### config.mk
export PLATFORM = sky130hd
export DESIGN_NAME = cx_dma_req_arbiter_flat
export DESIGN_NICKNAME = d
export VERILOG_FILES = /design/src/rtl/cx_dma_req_arbiter_pkg.sv /design/src/rtl/cx_dma_req_arbiter_if.sv /design/src/rtl/cx_dma_req_arbiter_order_fifo.sv /design/src/rtl/cx_dma_req_arbiter.sv /design/src/flat_wrapper.sv
export SDC_FILE = /design/constraint.sdc
export NUM_CORES = 1
export LEC_CHECK = 0
export ABC_AREA = 1
export BUFFER_PORTS_ARGS = -buffer_cell sky130_fd_sc_hd__buf_2
export CAP_MARGIN = 20
export CORE_AREA = 2 2 161 163
export CTS_CLUSTER_DIAMETER = 60
export DETAILED_ROUTE_END_ITERATION = 7
export DIE_AREA = 0 0 163 165
export PLACE_DENSITY = 0.48
export SLEW_MARGIN = 5
export SYNTH_ARGS = -nofsm -noshare
export SYNTH_HDL_FRONTEND = slang
export SYNTH_SLANG_ARGS = --single-unit
### constraint.sdc
create_clock -name i_clk -period 3.85 [get_ports i_clk]
set_clock_uncertainty 0.15 [all_clocks]
set_input_delay 0.1925 -clock i_clk [delete_from_list [all_inputs] [get_ports i_clk]]
set_output_delay 0.1925 -clock i_clk [all_outputs]
set_load 0.02 [all_outputs]
### src/rtl/cx_dma_req_arbiter_pkg.sv
// Shared types and sizing for the cx_dma request arbiter.
// Build option: CX_ARB_PERF_EN adds per-requester grant counters.
package cx_arb_types;
   localparam int NUM_REQ       = 2;
   localparam int DATA_W        = 64;
   localparam int ID_W          = 4;
   localparam int STRM_W        = 64;
   localparam int WR_FIFO_DEPTH = 4;
   localparam int IDX_W         = $clog2(NUM_REQ);
   localparam int CNT_W         = $clog2(WR_FIFO_DEPTH) + 1;

   typedef logic [IDX_W-1:0] arb_idx_t;

   typedef struct packed {
      logic                  write;
      logic [IDX_W+ID_W-1:0] id;
      logic [DATA_W-1:0]     data;
   } arb_req_t;

   function automatic arb_idx_t rr_next(arb_idx_t g);
      return (int'(g) == NUM_REQ - 1) ? '0 : g + arb_idx_t'(1);
   endfunction
endpackage

### src/rtl/cx_dma_req_arbiter_if.sv
// Request and write-stream bundle between the requesters and cx_dma_unit.
// master = arbiter view, slave = requester/downstream view.
interface cx_dma_req_arbiter_if;
   import cx_arb_types::*;

   logic [NUM_REQ-1:0]        s_req_valid;
   logic [NUM_REQ-1:0]        s_req_ready;
   logic [NUM_REQ-1:0]        s_req_write;
   logic [NUM_REQ*DATA_W-1:0] s_req_data;
   logic [NUM_REQ*ID_W-1:0]   s_req_id;
   logic                      m_req_valid;
   logic                      m_req_ready;
   logic                      m_req_write;
   logic [DATA_W-1:0]         m_req_data;
   logic [IDX_W+ID_W-1:0]     m_req_id;
   logic [NUM_REQ-1:0]        s_wstrm_valid;
   logic [NUM_REQ-1:0]        s_wstrm_ready;
   logic [NUM_REQ*STRM_W-1:0] s_wstrm_data;
   logic [NUM_REQ-1:0]        s_wstrm_last;
   logic                      m_wstrm_valid;
   logic                      m_wstrm_ready;
   logic [STRM_W-1:0]         m_wstrm_data;
   logic                      m_wstrm_last;

   modport master (
      input  s_req_valid, s_req_write, s_req_data, s_req_id,
      output s_req_ready,
      output m_req_valid, m_req_write, m_req_data, m_req_id,
      input  m_req_ready,
      input  s_wstrm_valid, s_wstrm_data, s_wstrm_last,
      output s_wstrm_ready,
      output m_wstrm_valid, m_wstrm_data, m_wstrm_last,
      input  m_wstrm_ready
   );

   modport slave (
      output s_req_valid, s_req_write, s_req_data, s_req_id,
      input  s_req_ready,
      input  m_req_valid, m_req_write, m_req_data, m_req_id,
      output m_req_ready,
      output s_wstrm_valid, s_wstrm_data, s_wstrm_last,
      input  s_wstrm_ready,
      input  m_wstrm_valid, m_wstrm_data, m_wstrm_last,
      output m_wstrm_ready
   );
endinterface

### src/rtl/cx_dma_req_arbiter_order_fifo.sv
// Small FIFO recording which requester owns each accepted write,
// so its data beats are forwarded in acceptance order.
module cx_arb_order_fifo #(
   parameter int DEPTH = 4,
   parameter int W     = 1,
   localparam int AW   = $clog2(DEPTH)
) (
   input  logic         clk,
   input  logic         rst_n,
   input  logic         push,
   input  logic [W-1:0] wdata,
   input  logic         pop,
   output logic [W-1:0] rdata,
   output logic         empty,
   output logic [AW:0]  count
);
   logic [W-1:0]  mem [DEPTH];
   logic [AW-1:0] wp;
   logic [AW-1:0] rp;

   always_ff @(posedge clk) begin
      if (push) mem[wp] <= wdata;
   end

   always_ff @(posedge clk or negedge rst_n) begin
      if (!rst_n) begin
         wp    <= '0;
         rp    <= '0;
         count <= '0;
      end else begin
         if (push) wp <= wp + 1'b1;
         if (pop)  rp <= rp + 1'b1;
         unique case ({push, pop})
            2'b10:   count <= count + 1'b1;
            2'b01:   count <= count - 1'b1;
            default: count <= count;
         endcase
      end
   end

   assign rdata = mem[rp];
   assign empty = (count == '0);
endmodule

### src/rtl/cx_dma_req_arbiter.sv
// Round-robin merge of CXU request packets onto one cx_dma_unit port,
// with write beats steered in write-acceptance order. Option: CX_ARB_PERF_EN.
module cx_dma_req_arbiter
   import cx_arb_types::*;
(
   input  logic                 i_clk,
   input  logic                 i_rst_n,
   cx_dma_req_arbiter_if.master bus
`ifdef CX_ARB_PERF_EN
   ,
   output logic [NUM_REQ*32-1:0] o_grant_cnt
`endif
);
   logic               load;
   logic               found;
   logic               wr_room;
   logic               push;
   logic               pop;
   logic               fifo_empty;
   logic [CNT_W-1:0]   fifo_count;
   logic [NUM_REQ-1:0] elig;
   arb_idx_t           gnt;
   arb_idx_t           ptr;
   arb_idx_t           head;
   arb_idx_t           scan;
   arb_req_t           req_q;
   logic               valid_q;

   // An in-flight write in the output register already owns a FIFO slot.
   assign wr_room = (int'(fifo_count) + int'(valid_q && req_q.write))
                    < WR_FIFO_DEPTH;
   assign load = !valid_q || bus.m_req_ready;

   always_comb begin
      for (int r = 0; r < NUM_REQ; r++) begin
         elig[r] = bus.s_req_valid[r] && (!bus.s_req_write[r] || wr_room);
      end
   end

   always_comb begin
      found = 1'b0;
      gnt   = ptr;
      scan  = '0;
      for (int k = 0; k < NUM_REQ; k++) begin
         scan = ((int'(ptr) + k) >= NUM_REQ)
              ? arb_idx_t'(int'(ptr) + k - NUM_REQ)
              : arb_idx_t'(int'(ptr) + k);
         if (!found && elig[scan]) begin
            found = 1'b1;
            gnt   = scan;
         end
      end
   end

   always_comb begin
      bus.s_req_ready = '0;
      if (load && found) bus.s_req_ready[gnt] = 1'b1;
   end

   always_ff @(posedge i_clk or negedge i_rst_n) begin
      if (!i_rst_n) begin
         valid_q <= 1'b0;
         req_q   <= '0;
         ptr     <= '0;
      end else if (load) begin
         valid_q <= found;
         if (found) begin
            req_q.write <= bus.s_req_write[gnt];
            req_q.id    <= {gnt, bus.s_req_id[int'(gnt)*ID_W +: ID_W]};
            req_q.data  <= bus.s_req_data[int'(gnt)*DATA_W +: DATA_W];
            ptr         <= rr_next(gnt);
         end
      end
   end

   assign bus.m_req_valid = valid_q;
   assign bus.m_req_write = req_q.write;
   assign bus.m_req_id    = req_q.id;
   assign bus.m_req_data  = req_q.data;

   assign push = valid_q && bus.m_req_ready && req_q.write;
   assign pop  = bus.m_wstrm_valid && bus.m_wstrm_ready && bus.m_wstrm_last;

   cx_arb_order_fifo #(
      .DEPTH (WR_FIFO_DEPTH),
      .W     (IDX_W)
   ) u_order (
      .clk   (i_clk),
      .rst_n (i_rst_n),
      .push  (push),
      .wdata (req_q.id[ID_W +: IDX_W]),
      .pop   (pop),
      .rdata (head),
      .empty (fifo_empty),
      .count (fifo_count)
   );

   assign bus.m_wstrm_valid = !fifo_empty && bus.s_wstrm_valid[head];
   assign bus.m_wstrm_last  = !fifo_empty && bus.s_wstrm_last[head];
   assign bus.m_wstrm_data  = bus.s_wstrm_data[int'(head)*STRM_W +: STRM_W];

   always_comb begin
      bus.s_wstrm_ready = '0;
      if (!fifo_empty && bus.m_wstrm_ready) bus.s_wstrm_ready[head] = 1'b1;
   end

`ifdef CX_ARB_PERF_EN
   logic [31:0] gcnt [NUM_REQ];

   always_ff @(posedge i_clk or negedge i_rst_n) begin
      if (!i_rst_n) begin
         for (int r = 0; r < NUM_REQ; r++) gcnt[r] <= '0;
      end else begin
         for (int r = 0; r < NUM_REQ; r++) begin
            if (bus.s_req_valid[r] && bus.s_req_ready[r] && gcnt[r] != '1)
               gcnt[r] <= gcnt[r] + 32'd1;
         end
      end
   end

   always_comb begin
      o_grant_cnt = '0;
      for (int r = 0; r < NUM_REQ; r++) o_grant_cnt[r*32 +: 32] = gcnt[r];
   end
`endif
endmodule

### src/flat_wrapper.sv
// flat-port wrapper written by rule: the top's interface ports become plain ports
module cx_dma_req_arbiter_flat import cx_arb_types::*;
  (i_clk, i_rst_n, bus_s_req_valid, bus_s_req_write, bus_s_req_data, bus_s_req_id, bus_s_req_ready, bus_m_req_valid, bus_m_req_write, bus_m_req_data, bus_m_req_id, bus_m_req_ready, bus_s_wstrm_valid, bus_s_wstrm_data, bus_s_wstrm_last, bus_s_wstrm_ready, bus_m_wstrm_valid, bus_m_wstrm_data, bus_m_wstrm_last, bus_m_wstrm_ready);
  cx_dma_req_arbiter_if bus_i ();
  input  logic i_clk;
  input  logic i_rst_n;
  input wire logic [$bits(bus_i.s_req_valid)-1:0] bus_s_req_valid;
  input wire logic [$bits(bus_i.s_req_write)-1:0] bus_s_req_write;
  input wire logic [$bits(bus_i.s_req_data)-1:0] bus_s_req_data;
  input wire logic [$bits(bus_i.s_req_id)-1:0] bus_s_req_id;
  output wire logic [$bits(bus_i.s_req_ready)-1:0] bus_s_req_ready;
  output wire logic [$bits(bus_i.m_req_valid)-1:0] bus_m_req_valid;
  output wire logic [$bits(bus_i.m_req_write)-1:0] bus_m_req_write;
  output wire logic [$bits(bus_i.m_req_data)-1:0] bus_m_req_data;
  output wire logic [$bits(bus_i.m_req_id)-1:0] bus_m_req_id;
  input wire logic [$bits(bus_i.m_req_ready)-1:0] bus_m_req_ready;
  input wire logic [$bits(bus_i.s_wstrm_valid)-1:0] bus_s_wstrm_valid;
  input wire logic [$bits(bus_i.s_wstrm_data)-1:0] bus_s_wstrm_data;
  input wire logic [$bits(bus_i.s_wstrm_last)-1:0] bus_s_wstrm_last;
  output wire logic [$bits(bus_i.s_wstrm_ready)-1:0] bus_s_wstrm_ready;
  output wire logic [$bits(bus_i.m_wstrm_valid)-1:0] bus_m_wstrm_valid;
  output wire logic [$bits(bus_i.m_wstrm_data)-1:0] bus_m_wstrm_data;
  output wire logic [$bits(bus_i.m_wstrm_last)-1:0] bus_m_wstrm_last;
  input wire logic [$bits(bus_i.m_wstrm_ready)-1:0] bus_m_wstrm_ready;
  assign bus_i.s_req_valid = bus_s_req_valid;
  assign bus_i.s_req_write = bus_s_req_write;
  assign bus_i.s_req_data = bus_s_req_data;
  assign bus_i.s_req_id = bus_s_req_id;
  assign bus_s_req_ready = bus_i.s_req_ready;
  assign bus_m_req_valid = bus_i.m_req_valid;
  assign bus_m_req_write = bus_i.m_req_write;
  assign bus_m_req_data = bus_i.m_req_data;
  assign bus_m_req_id = bus_i.m_req_id;
  assign bus_i.m_req_ready = bus_m_req_ready;
  assign bus_i.s_wstrm_valid = bus_s_wstrm_valid;
  assign bus_i.s_wstrm_data = bus_s_wstrm_data;
  assign bus_i.s_wstrm_last = bus_s_wstrm_last;
  assign bus_s_wstrm_ready = bus_i.s_wstrm_ready;
  assign bus_m_wstrm_valid = bus_i.m_wstrm_valid;
  assign bus_m_wstrm_data = bus_i.m_wstrm_data;
  assign bus_m_wstrm_last = bus_i.m_wstrm_last;
  assign bus_i.m_wstrm_ready = bus_m_wstrm_ready;
  cx_dma_req_arbiter u_core (.i_clk(i_clk), .i_rst_n(i_rst_n), .bus(bus_i));
endmodule
==> reports/results.tsv, run 1 <==
metric	value	unit
status	finished clean	
CTS H-tree lvls	3	
Final HPWL DP	17.93	mm
pwr dens	743.3	nW/um^2
CP Capture Type	output pin	
final core occ	34.19	%
register area share after synthesis	39.14	%
largest cells by area after synthesis	dfrtp_1 (37%), nand2_1 (33%), inv_1 (7.6%), nand4_1 (5.7%), nand3_1 (4.0%)	
Clock Latency Late Sink	0.34	ns
Worst VDD drop	0.2766	mV
Syn Inst Count	847	
IO Count	417	
FF+latch count, synth	83	
post-synth top area share	36.90	%
area grow syn2layout	59.79	%
area of the core	25040	sq um
initial antenna violation count	10	
Total Nets Final	1574	
Syn Area/Cell	6.325	sq um
vias in the first global route	6287	
Port Buffers	416	
Data arrival, critical path	2.78	ns
final setup fails	0	
Worst-path clk slew	0.06	ns
CTS tree	done	
final number of max-transition violations	0	
drc violations	0	
Die Area	26900	sq um
first-pass GRT wire length	34.47	mm
CP Max Fanout	47	
Yosys top cell by area	dfrtp_1	
Via density	4.123	
gr ovfl total	0	
share of cells above drive strength 1	34.72	%
total CTS buffers	9	
slew margin rel.	38.03	%
MaxCap Viol Count	0	
pre-CTS WS	1.050	ns
worst hold path class	input port to register	
Syn Nets	1129	
unrepaired setup endpoints after global routing	no	
total power	6.363	mW
ys flop type	dfrtp_1	
synth cell count leaders	nand2_1 (473), inv_1 (108), dfrtp_1 (79), nand4_1 (49), nand3_1 (43)	
period utilization	81.15	%
Die H	165	um
Ys Warns	0	
CP required	3.51	ns
vias after detailed routing	6741	
Slew @ Worst Pin	0.9296	ns
routability cong.	0.8174	
Hold Fails Final Rpt	0	
FFs w/ async S/R, synth	95.18	%
Avg WL per Cell	14.52	um
synth unique cells	26	
minimum clock period	3.124	ns
Die X-Extent	163	um
r2r startpoint	u_core.u_order.rp[0]	
final WL	23.74	mm
type of origin of the critical path	register	
largest net degree at the start of global routing	68	
CP startpoint	u_core.bus.m_req_valid	
Routed Antenna Nets	0	
post-synthesis cell area	5358	sq um
All-Layer GR Usage	16.76	%
Starting DRT DRC Count	204	
Clock Path Buffers	2	
Clock Sinks	83	
fill cell count	2773	
most frequent cell after synthesis	nand2_1	
Crit Path Class	register to output pin	
Starting Density	21.40	%
HP Start	bus_s_req_data[20]	
FF+latch area	2097	sq um
Setup WS post-layout	0.7258	ns
first-pass detailed-route iteration total	4	
area of the multi-input gates	2574	sq um
Post-synth EDFFs	4	
Post-Route Setup TNS	0	ns
clock root buffer	clkbuf_16	
Worst R2R Setup Slack	1.12	ns
fmax	320.1	MHz
P_leak	5.285	nW
cell row count	58	
-- report_power, final --
part / internal [mW] / switching (mW)
registers: 1.31 / 0.253
clock network: 0.517 / 0.355
logic: 1.23 / 2.71
-- logic make-up (layout without fill, tap and decap cells) --
logic type | after synthesis | in the layout | share of synthesized area (%)
AO/OA/AOI/OAI | 11 | 11 | 1.144
adder cells (fa/ha/maj) | 6 | 6 | 1.541
AND/OR/NAND/NOR | 582 | 582 | 44.44
other | 0 | 9 | 0
buffers and inverters | 161 | 610 | 13.08
flip-flops | 83 | 83 | 39.14
XOR/XNOR | 4 | 4 | 0.6540
-- path summary, 6_finish.rpt --
check                                       endpoint  cells after the start
min in group asynchronous   u_core.bus.m_req_data[1]                      2
min reg2reg                u_core.bus.m_req_data[63]                      2
min                        u_core.bus.m_req_data[20]                      5
max                               bus_s_req_ready[1]                      9
max in group asynchronous    u_core.u_order.count[2]                      3
max reg2reg                  u_core.u_order.count[2]                     14
-- stage by stage --
stage	cell area (sq um)	std cells	hold slack, ns
after floorplan	5358	847	-0.2531
after global placement	7664	1553	0.2436
after detailed placement	7664	1553	0.2459
after CTS	8538	1626	0.002272
after global routing	8551	1631	0.01646
final	8561	1635	0.01255
-- cell usage in the layout (no fill, tap or decap) --
cell type and instances:
nand2_1 472, buf_2 415, inv_1 107, dfrtp_1 79, dlygate4sd3_1 58, nand4_1 49
nand3_1 43, nor2_1 12, buf_4 12, diode_2 9, clkbuf_16 9, o21ai_0 7
ha_1 5, edfxtp_1 4, nand2_2 3, inv_2 2, a21oi_1 2, xor2_1 2
xnor2_1 2, nor3_1 1, o21ai_2 1, clkinv_1 1, nand3_2 1, a21boi_4 1
nor2_4 1, fa_1 1, bufinv_16 1, clkbuf_1 1, clkinv_4 1, clkinv_2 1
clkinvlp_4 1, clkbuf_8 1
-- layer usage --
| layer | part of all wire (%) | global-route usage, % | vias up |
|---|---|---|---|
| met4 | 1.3 | 5.953 | 4 |
| met5 | 0.13 | 0 | - |
| met3 | 9.2 | 6.002 | 23 |
| li1 | - | - | 3457 |
| met1 | 40 | 18.94 | 2991 |
| met2 | 50 | 29.18 | 266 |
-- repair_timing --
item,in CTS,in global routing
setup buffers,0,0
gates resized for setup,0,0
hold endpoints to repair,123,0
hold buffers,58,0
-- area by class of cell --
type	instances	share of cell area [%]
clock inverter	4	0.5992
antenna	9	0.2631
clock buffer	11	2.835
timing repair buffer	485	32.10
inverter	110	4.823
sequential	83	24.50
tap	330	4.823
multi-input combinational	603	30.06
-- sequential cells by signal, indices dropped and copies added, names as in the netlist --
signal / cells
u_core.bus.m_req_data: 64
u_core.bus.m_req_id: 5
u_core.bus.m_req_valid: 1
u_core.bus.m_req_write: 1
u_core.ptr: 1
u_core.u_order.count: 3
u_core.u_order.mem: 4
u_core.u_order.rp: 2
u_core.u_order.wp: 2
-- worst max-delay path: stages (launching register included) --
cell	delay, ns
dfrtp_1	0.38
nand2_1	0.08
o21ai_2	0.23
a21boi_4	0.08
nand2_1	0.07
buf_4	0.24
nand2_2	0.34
nor2_4	0.23
buf_4	0.49
buf_2	0.27
No activity file was read; power rests on OpenSTA's default activity.
==> inputs of run 2 (changes only) <==
- CORE_AREA: 2 2 161 163 -> 2 2 162 164
- DIE_AREA: 0 0 163 165 -> 0 0 164 166
- PLACE_DENSITY: 0.48 -> 0.47
- clock period: 3.85 -> 3.2 ns (I/O delays scaled with it)
==> run 2 against run 1 <==
Non-clock buffer count rose by 70. Via count grew 4.2%. Clock power increased by 28%. Sequential power is 21% higher. Core utilization increased by 2.0 points. Die area rose by 1.2%. Design area up 8.2%. Total power grew 30%. Hold slack worse by 0.0013 ns. Count of clock-buffer cells in the layout is 1 lower. Largest power group unchanged.
==> reports/results.tsv, run 2 (synthesized netlist as in run 1, its figures left out) <==
metric	value	unit	change
first-pass detailed-route iteration total	6		was 4
FF-to-FF path depth	12		was 14
type of origin of the critical path	register		unchanged
CP required	3.33	ns	was 3.51 ns
post-CTS sizing	0		unchanged
worst hold path class	input port to register		unchanged
sw power	4.113	mW	was 3.314 mW
vias after detailed routing	7022		was 6741
most frequent cells in the layout	nand2_1 (472), buf_2 (415), dlygate4sd3_1 (126)		was nand2_1 (472), buf_2 (415), inv_1 (107)
area grow syn2layout	72.93	%	was 59.79%
status	finished clean		unchanged
largest net degree at the start of global routing	66		was 68
Clock Sinks	83		unchanged
Worst-path clk slew	0.06	ns	about the same
area of the core	25620	sq um	was 25040 sq um
Final HPWL DP	17.77	mm	was 17.93 mm
initial antenna violation count	6		was 10
CP Capture Type	register		was output pin
gr ovfl total	0		unchanged
pre-CTS WS	0.6585	ns	was 1.050 ns
Die Area	27220	sq um	was 26900 sq um
minimum clock period	2.895	ns	
Die H	166	um	was 165 um
Starting Density	20.92	%	was 21.40%
cell row count	59		was 58
Avg WL per Cell	14.30	um	was 14.52 um
Post-Route Setup TNS	0	ns	unchanged
CTS H-tree lvls	3		unchanged
vias in the first global route	6848		was 6287
hold path endpoint	u_core.bus.m_req_data[23]		was u_core.bus.m_req_data[20]
Power Internal	4.146	mW	was 3.050 mW
critical path, cell by cell	nand2_1, o21ai_2, nand2_1, nand2_1, nand2_1, nand2_2, buf_4, nand2_1, nand2_1, inv_1, nand2_1, dlygate4sd3_1		was nand2_1, o21ai_2, a21boi_4, nand2_1, buf_4, nand2_2, nor2_4, buf_4, buf_2
CP Max Fanout	50		was 47
final std cells w/o fill	1705		was 1635
Setup WS post-layout	0.3048	ns	was 0.7258 ns
Data arrival, critical path	3.02	ns	was 2.78 ns
max reg flops	64		unchanged
Starting DRT DRC Count	320		was 204
Slew @ Worst Pin	0.6521	ns	was 0.9296 ns
All-Layer GR Usage	17.23	%	was 16.76%
instance area at placement	7685	sq um	was 7664 sq um
final core occ	36.17	%	was 34.19%
pwr dens	891.5	nW/um^2	was 743.3 nW/um^2
Hold Fails Final Rpt	0		unchanged
Worst VDD drop	0.4171	mV	was 0.2766 mV
routability cong.	0.8483		was 0.8174
first-pass GRT wire length	36.71	mm	was 34.47 mm
total power	8.260	mW	was 6.363 mW
Worst R2R Setup Slack	0.30	ns	was 1.12 ns
drc violations	0		unchanged
Flop pwr share	22.7	%	was 24.5%
CTS tree	done		unchanged
Total Nets Final	1644		was 1574
Clock Path Buffers	2		unchanged
clock root buffer	clkbuf_16		unchanged
hold path depth	5		unchanged
most frequent CP cell	nand2_1		
Comb pwr share	63.7	%	was 61.8%
Clock Power Share	13.6	%	was 13.7%
final number of max-transition violations	0		unchanged
post-route cell area	9265	sq um	was 8561 sq um
share of cells above drive strength 1	33.16	%	was 34.72%
HP Start	bus_s_req_data[87]		was bus_s_req_data[20]
Inst Count DP	1560		was 1553
MaxCap Viol Count	0		unchanged
final WL	24.39	mm	was 23.74 mm
period utilization	90.47	%	
Clock Latency Late Sink	0.34	ns	about the same
Die X-Extent	164	um	was 163 um
commonest non-fill, non-tap cell in the layout	nand2_1		unchanged
Crit Path Class	register to register		was register to output pin
slowest stage delay, CP	0.56	ns	was 0.49 ns
Setup Buffers After CTS	0		unchanged
CP max-delay cell	dlygate4sd3_1		was buf_4
Port Buffers	416		unchanged
final setup fails	0		unchanged
slew margin rel.	56.53	%	was 38.03%
Via density	4.118		was 4.123
Switching Share	49.80	%	was 52.07%
Routed Antenna Nets	0		unchanged
r2r startpoint	u_core.u_order.count[0]		was u_core.u_order.rp[0]
total CTS buffers	9		unchanged
worst hold slack	0.01128	ns	was 0.01255 ns
P_leak	5.590	nW	was 5.285 nW
FF-to-FF End	u_core.bus.m_req_data[27]		was u_core.u_order.count[2]
IO Count	417		unchanged
unrepaired setup endpoints after global routing	no		unchanged
fmax	345.4	MHz	
[run 2: changes by cell type in the layout (fill, tap and decap cells not counted), sizes merged]
cell	before	now
dlygate4sd3	58	126
diode	9	4
buf	427	429
clkinv	3	1
bufinv	1	2
clkbuf	11	10
clkinvlp	1	2
inv	109	110
[run 2: worst max-delay path: cells and delay by family (launching register included)]
kind | cells | cell delay (ns)
compound gates | 1 | 0.24
flops | 1 | 0.40
buf+inv | 3 | 1.14
simple gates | 8 | 0.85
[run 2: how the worst max path moves through the flow]
stage / from / endpoint / slack, ns
after floorplan: u_core.u_order.rp[0] / u_core.u_order.count[2] / 0.61
after global placement: u_core.u_order.rp[0] / u_core.u_order.count[2] / 0.74
after detailed placement: u_core.u_order.rp[0] / u_core.u_order.count[2] / 0.66
after CTS: u_core.u_order.count[0] / u_core.bus.m_req_data[32] / 0.33
after global routing: u_core.u_order.count[0] / u_core.bus.m_req_data[3] / 0.04
final: u_core.u_order.count[0] / u_core.bus.m_req_data[27] / 0.30
[run 2: metal layers]
metal | track usage (%) | vias up | routed length, um
met2 | 29.98 | 287 | 11990
met4 | 5.530 | 4 | 485
met3 | 4.970 | 34 | 2060
met5 | 0 | - | 27
li1 | - | 3584 | -
met1 | 20.26 | 3113 | 9822
[run 2: power by group through the flow]
stage          Sequential, mW  Clock (mW)  Combinational, mW
3_5_place_dp             1.88           0               4.79
2_1_floorplan            2.42           0               2.55
5_1_grt                  1.95        1.21               5.82
4_1_cts                  1.88        1.16               5.31
6_report                 1.88        1.12               5.26
3_3_place_gp             1.89           0               4.78
[run 2: cell type report]
cell class                 instances  area, sq um
antenna                            4        10.01
clock buffer                      10        229.0
clock inverter                     5        80.08
fill                            2848        16350
inverter                         110        412.9
multi-input combinational        603         2574
sequential                        83         2097
tap                              335        419.2
timing repair buffer             555         3443
[run 2: what timing repair did]
action,CTS,global route
hold endpoints to repair,91,0
hold buffers,126,0
setup endpoints to repair,0,0
